**src/rtl/alu_issue_ctrl.sv**
```systemverilog
// alu_issue_ctrl
//   Issue-side controller for the datapath ALU. It accepts one decoded MIPS
//   instruction over a valid/ready handshake and builds the two operands,
//   including the sign/zero extension that the ALU does not perform. It holds
//   the ALU control code and operands stable for ISSUE_CYCLES cycles, then
//   captures the ALU result or ZERO flag. The result is presented as a
//   registered transaction with valid/ready back-pressure.
//
// Ports
//   clk, reset_n              rising-edge clock, synchronous active-low reset
//   in_valid / in_ready       instruction handshake
//   in_opcode, in_funct,
//   in_shamt, in_imm          decoded instruction fields
//   in_rs_data, in_rt_data    register operands
//   alu_in1, alu_in2,
//   alu_ctrl                  registered ALU drive (4'b1111 = no operation)
//   alu_out, alu_zero         ALU result and ZERO flag
//   res_valid / res_ready     result handshake
//   res_data                  captured ALU result (0 for beq/no-ALU/illegal)
//   res_branch_taken          beq outcome
//   res_no_alu, res_illegal   jal/jr marker, unsupported opcode/funct marker

module alu_issue_ctrl #(
   parameter int unsigned ISSUE_CYCLES = 1   // legal 1..15
) (
   input  logic        clk,
   input  logic        reset_n,
   input  logic        in_valid,
   output logic        in_ready,
   input  logic [5:0]  in_opcode,
   input  logic [5:0]  in_funct,
   input  logic [4:0]  in_shamt,
   input  logic [15:0] in_imm,
   input  logic [31:0] in_rs_data,
   input  logic [31:0] in_rt_data,
   output logic [31:0] alu_in1,
   output logic [31:0] alu_in2,
   output logic [3:0]  alu_ctrl,
   input  logic [31:0] alu_out,
   input  logic        alu_zero,
   output logic        res_valid,
   input  logic        res_ready,
   output logic [31:0] res_data,
   output logic        res_branch_taken,
   output logic        res_no_alu,
   output logic        res_illegal
);

   typedef enum logic [1:0] {
      IDLE  = 2'd0,
      ISSUE = 2'd1,
      DONE  = 2'd2
   } state_t;

   localparam logic [3:0] CTRL_NOP = 4'b1111;
   localparam logic [3:0] CNT_INIT = 4'(ISSUE_CYCLES - 1);

   state_t      r_state;
   logic [3:0]  r_cnt;
   logic        r_is_beq;

   logic [3:0]  w_code;
   logic [31:0] w_in1;
   logic [31:0] w_in2;
   logic        w_no_alu;
   logic        w_illegal;
   logic        w_is_beq;
   logic [31:0] w_imm_sext;
   logic [31:0] w_imm_zext;

   assign w_imm_sext = {{16{in_imm[15]}}, in_imm};
   assign w_imm_zext = {16'h0000, in_imm};

   // Instruction decode; only latched when the instruction is accepted.
   always_comb begin
      w_code    = CTRL_NOP;
      w_in1     = in_rs_data;
      w_in2     = '0;
      w_no_alu  = 1'b0;
      w_illegal = 1'b0;
      w_is_beq  = 1'b0;
      case (in_opcode)
         6'b000000: begin
            case (in_funct)
               6'b100000: begin w_code = 4'b0000; w_in2 = in_rt_data; end
               6'b100100: begin w_code = 4'b0101; w_in2 = in_rt_data; end
               6'b100111: begin w_code = 4'b0111; w_in2 = in_rt_data; end
               6'b101010: begin w_code = 4'b1011; w_in2 = in_rt_data; end
               6'b000000: begin
                  // sll shifts rt, not rs, by the shamt field
                  w_code = 4'b0100;
                  w_in1  = in_rt_data;
                  w_in2  = {27'b0, in_shamt};
               end
               6'b001000: w_no_alu  = 1'b1;
               default:   w_illegal = 1'b1;
            endcase
         end
         6'b001000: begin w_code = 4'b0000; w_in2 = w_imm_sext; end
         6'b001100: begin w_code = 4'b0101; w_in2 = w_imm_zext; end
         6'b100011,
         6'b101011: begin w_code = 4'b0010; w_in2 = w_imm_sext; end
         6'b000100: begin
            w_code   = 4'b1000;
            w_in2    = in_rt_data;
            w_is_beq = 1'b1;
         end
         6'b000011: w_no_alu  = 1'b1;
         default:   w_illegal = 1'b1;
      endcase
   end

   always_ff @(posedge clk) begin
      if (!reset_n) begin
         r_state          <= IDLE;
         r_cnt            <= '0;
         r_is_beq         <= 1'b0;
         in_ready         <= 1'b1;
         alu_in1          <= '0;
         alu_in2          <= '0;
         alu_ctrl         <= CTRL_NOP;
         res_valid        <= 1'b0;
         res_data         <= '0;
         res_branch_taken <= 1'b0;
         res_no_alu       <= 1'b0;
         res_illegal      <= 1'b0;
      end else begin
         case (r_state)
            IDLE: begin
               if (in_valid) begin
                  in_ready         <= 1'b0;
                  res_data         <= '0;
                  res_branch_taken <= 1'b0;
                  res_no_alu       <= w_no_alu;
                  res_illegal      <= w_illegal;
                  if (w_no_alu || w_illegal) begin
                     // Nothing to execute: the result is ready immediately
                     // and the ALU drive is left untouched at NOP.
                     r_state   <= DONE;
                     res_valid <= 1'b1;
                  end else begin
                     r_state  <= ISSUE;
                     r_cnt    <= CNT_INIT;
                     r_is_beq <= w_is_beq;
                     alu_ctrl <= w_code;
                     alu_in1  <= w_in1;
                     alu_in2  <= w_in2;
                  end
               end
            end
            ISSUE: begin
               if (r_cnt == '0) begin
                  if (r_is_beq) begin
                     res_branch_taken <= alu_zero;
                     res_data         <= '0;
                  end else begin
                     res_branch_taken <= 1'b0;
                     res_data         <= alu_out;
                  end
                  alu_ctrl  <= CTRL_NOP;
                  res_valid <= 1'b1;
                  r_state   <= DONE;
               end else begin
                  r_cnt <= r_cnt - 4'd1;
               end
            end
            DONE: begin
               if (res_ready) begin
                  res_valid <= 1'b0;
                  in_ready  <= 1'b1;
                  r_state   <= IDLE;
               end
            end
            default: r_state <= IDLE;
         endcase
      end
   end

endmodule
```
**config.mk**
```make
export PLATFORM = sky130hd
export DESIGN_NAME = alu_issue_ctrl
export DESIGN_NICKNAME = d
export VERILOG_FILES = /design/src/rtl/alu_issue_ctrl.sv
export SDC_FILE = /design/constraint.sdc
export NUM_CORES = 1
export LEC_CHECK = 0
export ABC_AREA = 1
export BUFFER_PORTS_ARGS = -buffer_cell sky130_fd_sc_hd__clkbuf_2
export CAP_MARGIN = 15
export CORE_AREA = 10 10 115 117
export CTS_BUF_LIST = sky130_fd_sc_hd__clkbuf_8
export DETAILED_ROUTE_END_ITERATION = 7
export DIE_AREA = 0 0 125 127
export PLACE_DENSITY = 0.81
export SLEW_MARGIN = 10
export SYNTH_ARGS = -nofsm -noshare
export SYNTH_HDL_FRONTEND = slang
export SYNTH_SLANG_ARGS = --single-unit
```
**constraint.sdc**
```tcl
create_clock -name clk -period 2.5 [get_ports clk]
set_clock_uncertainty 0.2 [all_clocks]
set_input_delay 0.25 -clock clk [delete_from_list [all_inputs] [get_ports clk]]
set_output_delay 0.25 -clock clk [all_outputs]
set_load 0.02 [all_outputs]
```
==> impl_summary.txt <==
----------------------------------------------------
[Yosys]
  Simple-gate area share of the yosys netlist ... 33.99%
  Top area cells in the synthesized netlist ... dfxtp_1 43%, nand2_1 19%, a21oi_1 6.6%
  Total number of yosys warnings ... 0
  Synth cell count leaders ... 265 x nand2_1, 112 x dfxtp_1, 90 x nor2_1, 69 x a21oi_1, 53 x nand3_1
  Number of enable flip-flop cells after synthesis ... 0
  Dominant cell by count in the synthesized netlist ... nand2_1
  Cell area after synthesis ... 5220 µm²
  Count of distinct cell types in the synthesized netlist ... 32
  Portion of netlist area occupied by mux cells ... 3.452%
  Top-area cell type share of the netlist area ... 42.95%
  Cell type with the largest total area after synthesis ... dfxtp_1
  Share of flip-flops with an asynchronous set or reset after synthesis ... 0%
  Ys flop type ... dfxtp_1
  Post-synthesis net count ... 896
  Xor and xnor area share after synthesis ... 0.1678%
  Synthesized area per cell ... 6.896 µm²
  Register bit total from synthesis ... 112
  Sequential fraction of the synthesis area ... 42.95%
  Combinational family with the most area after synthesis ... simple AND/OR/NAND/NOR gates
  Cell count after synthesis ... 757
  Synthesized-area fraction occupied by ao, oa, aoi and oai cells ... 11.31%
  Synthesized-area fraction occupied by adder cells ... 1.198%

[CTS]
  CTS H-tree depth ... 3
  Clock transition at path regs ... 0.11 ns
  Post-CTS Setup Bufs ... 0
  Number of buffers created by CTS ... 9
  CTS tree ... built
  Later-pin clock latency in the skew report ... 0.37 ns
  Clock sink count ... 112
  Clock buffer depth ... 2
  Root Buffer ... clkbuf_8

[Global route]
  Initial antenna violation count ... 0
  Via count of the first global-routing pass ... 5868
  GRT overflow ... 0
  GRT Total Usage ... 21.84%
  Global-route wire length before repair ... 29280 µm
  Pin count of the biggest net entering global routing ... 67

[Cells and area]
  Share of post-route cells with drive strength above 1 ... 28.41%
  Post-route insts no fill ... 1199
  Net count of the finished layout ... 1190
  Signed area change from the synthesized netlist to the final layout ... 42.83%
  Filler instances ... 953
  N_diodes ... 0
  Util after Layout ... 67.02%

[Pwr]
  Design internal power ... 3.047 mW
  Clock group share of total power ... 22.9%
  Combinational fraction of design power ... 35.2%
  Fraction of power spent switching nets ... 38.09%
  Largest voltage drop on the vdd net ... 0.5795 mV
  Seq pwr share ... 41.9%
  PD cells ... 660.1 nW/µm²
  Net switching power ... 1.875 mW
  Static leakage power ... 3.632 nW

[Die]
  Y dimension of the die ... 127 µm
  Full die area ... 15880 µm²
  Starting density of the core ... 46.92%
  Die boundary width ... 125 µm
  Core Area ... 11130 µm²
  Num rows ... 39
  Number of ports placed on the die boundary ... 239

[Status]
  Run status ... finished, final reports clean

[Placement]
  Number of placed instances with taps included ... 1107
  HPWL reported at the end of detailed placement ... 12470 µm
  Number of input and output port buffers inserted ... 238
  Weighted congestion at the end of routability-driven global placement ... 0.8333
  Placement-stage worst setup slack ... 0.2985 ns

[STA]
  Minimum period implied by the final worst setup slack ... 2.238 ns
  RSZ-0062 raised after global routing ... false
  Final hold viol count ... 0
  Max-slew violation count ... 0
  Final sum of negative setup slack ... 0 ns
  Fmax achieved ... 446.9 MHz
  Final setup slack of the worst path ... 0.2623 ns
  Tightest hold margin ... 0.01640 ns
  Count of endpoints failing setup in the final report ... 0
  Slew at the pin closest to its max-slew limit ... 0.5775 ns
  Normalized max-slew margin ... 61.41%
  Portion of the clock cycle consumed by the worst path in the final layout ... 89.51%

[Routing]
  Residual antenna-violating net count after detailed routing ... 0
  Final wirelength ... 18440 µm
  Routed via count divided by cell count ... 5.047
  Detailed-route via count ... 6051
  DR DRC count ... 0
  DRT iter0 DRCs ... 403
  DR pass1 iterations ... 5
  Average wire per cell in the routed design ... 15.38 µm

[Critical path]
  Highest fanout seen on the critical path ... 23
  Data arrival time of the critical path ... 2.33 ns
  Setup slack of the most critical reg-to-reg path ... 0.26 ns
  Worst setup path class ... flip-flop to flip-flop
  Worst EP required ... 2.59 ns
  Worst setup EP type ... flip-flop
  Startpoint class of the critical path ... flip-flop

[Job]
  Number of maximum-capacitance constraint violations ... 0

[Hold path]
  Worst Hold Class ... primary input to flip-flop

----------------------------------------------------
==> through the flow <==
stage	total power, mW	instance area (µm²)
after floorplan	3.199	5220
after global placement	3.703	6492
after detailed placement	3.723	6492
after CTS	4.935	7456
after global routing	5.230	7456
final	4.922	7456
==> what timing repair did <==
| item | in CTS | in global routing |
|---|---|---|
| hold endpoints to repair | 71 | 0 |
| resized for setup | 0 | 0 |
| hold buffers | 76 | 0 |
==> sequential cells by signal, indices dropped and copies added, names as in the netlist <==
name              count
r_is_beq              1
r_cnt                 4
r_state               2
alu_ctrl              4
res_no_alu            1
in_ready              1
res_illegal           1
alu_in2              32
res_data             32
res_branch_taken      1
res_valid             1
alu_in1              32
==> worst paths after layout <==
kind | endpoint | depth (start not counted) | from
max | res_data[7] | 10 | r_state[0]
min reg2reg | alu_in2[24] | 2 | alu_in2[24]
max reg2reg | res_data[7] | 10 | r_state[0]
min | alu_in2[13] | 5 | in_rt_data[13]
==> cells in the final DEF, fill, tap and decap left out, drive strengths merged <==
| cell type | instances |
|---|---|
| inv | 32 |
| o211ai | 4 |
| dlygate4sd3 | 76 |
| nand3b | 1 |
| clkbuf | 247 |
| nor4 | 1 |
| nor3 | 1 |
| a21boi | 1 |
| o21ai | 37 |
| bufinv | 1 |
| nand4 | 9 |
| a21oi | 69 |
| clkinv | 2 |
| xnor2 | 1 |
| ha | 5 |
| nand3 | 54 |
| or2 | 3 |
| clkinvlp | 3 |
| nor2 | 97 |
| buf | 14 |
| nand2 | 267 |
| dfxtp | 112 |
| a31oi | 3 |
| mux2 | 16 |
==> layout make-up <==
class                      count  area, µm²  share of cell area (%)
multi-input combinational    569       2621                   35.16
sequential                   112       2242                   30.07
timing repair buffer         328       2095                   28.09
tap                          143      178.9                   2.400
clock buffer                   9      123.9                   1.661
inverter                      31      116.4                   1.561
clock inverter                 7      78.83                   1.057
==> critical path, cell delays in order (launching register included) <==
cell and delay, ns:
dfxtp_1 0.37, inv_1 0.07, ha_1 0.24, inv_1 0.10
nor2_1 0.04, a21oi_1 0.30, nand2_1 0.17, clkinv_1 0.10
buf_4 0.26, nand3_1 0.12, a21oi_1 0.19
==> logic make-up after synthesis <==
kind of cell | Yosys count
AND/OR/NAND/NOR | 433
adder cells (fa/ha/maj) | 5
buffers and inverters | 76
AO/OA/AOI/OAI | 114
flip-flops | 112
XOR/XNOR | 1
multiplexers | 16
==> power by group through the flow <==
stage / Clock, mW / Sequential, mW / Combinational, mW
2_1_floorplan: 0 / 2.27 / 0.931
3_3_place_gp: 0 / 2.10 / 1.61
3_5_place_dp: 0 / 2.10 / 1.62
4_1_cts: 1.15 / 2.06 / 1.72
5_1_grt: 1.23 / 2.09 / 1.92
6_report: 1.13 / 2.06 / 1.73
==> layer usage <==
layer	vias to the layer above	wire [µm]	GRT usage [%]
met4	0	662	9.959
met5	-	0	0
met2	247	9162	38.07
li1	3020	-	-
met1	2736	7123	23.90
met3	48	1492	6.824
Power figures use the tool's default switching activity.
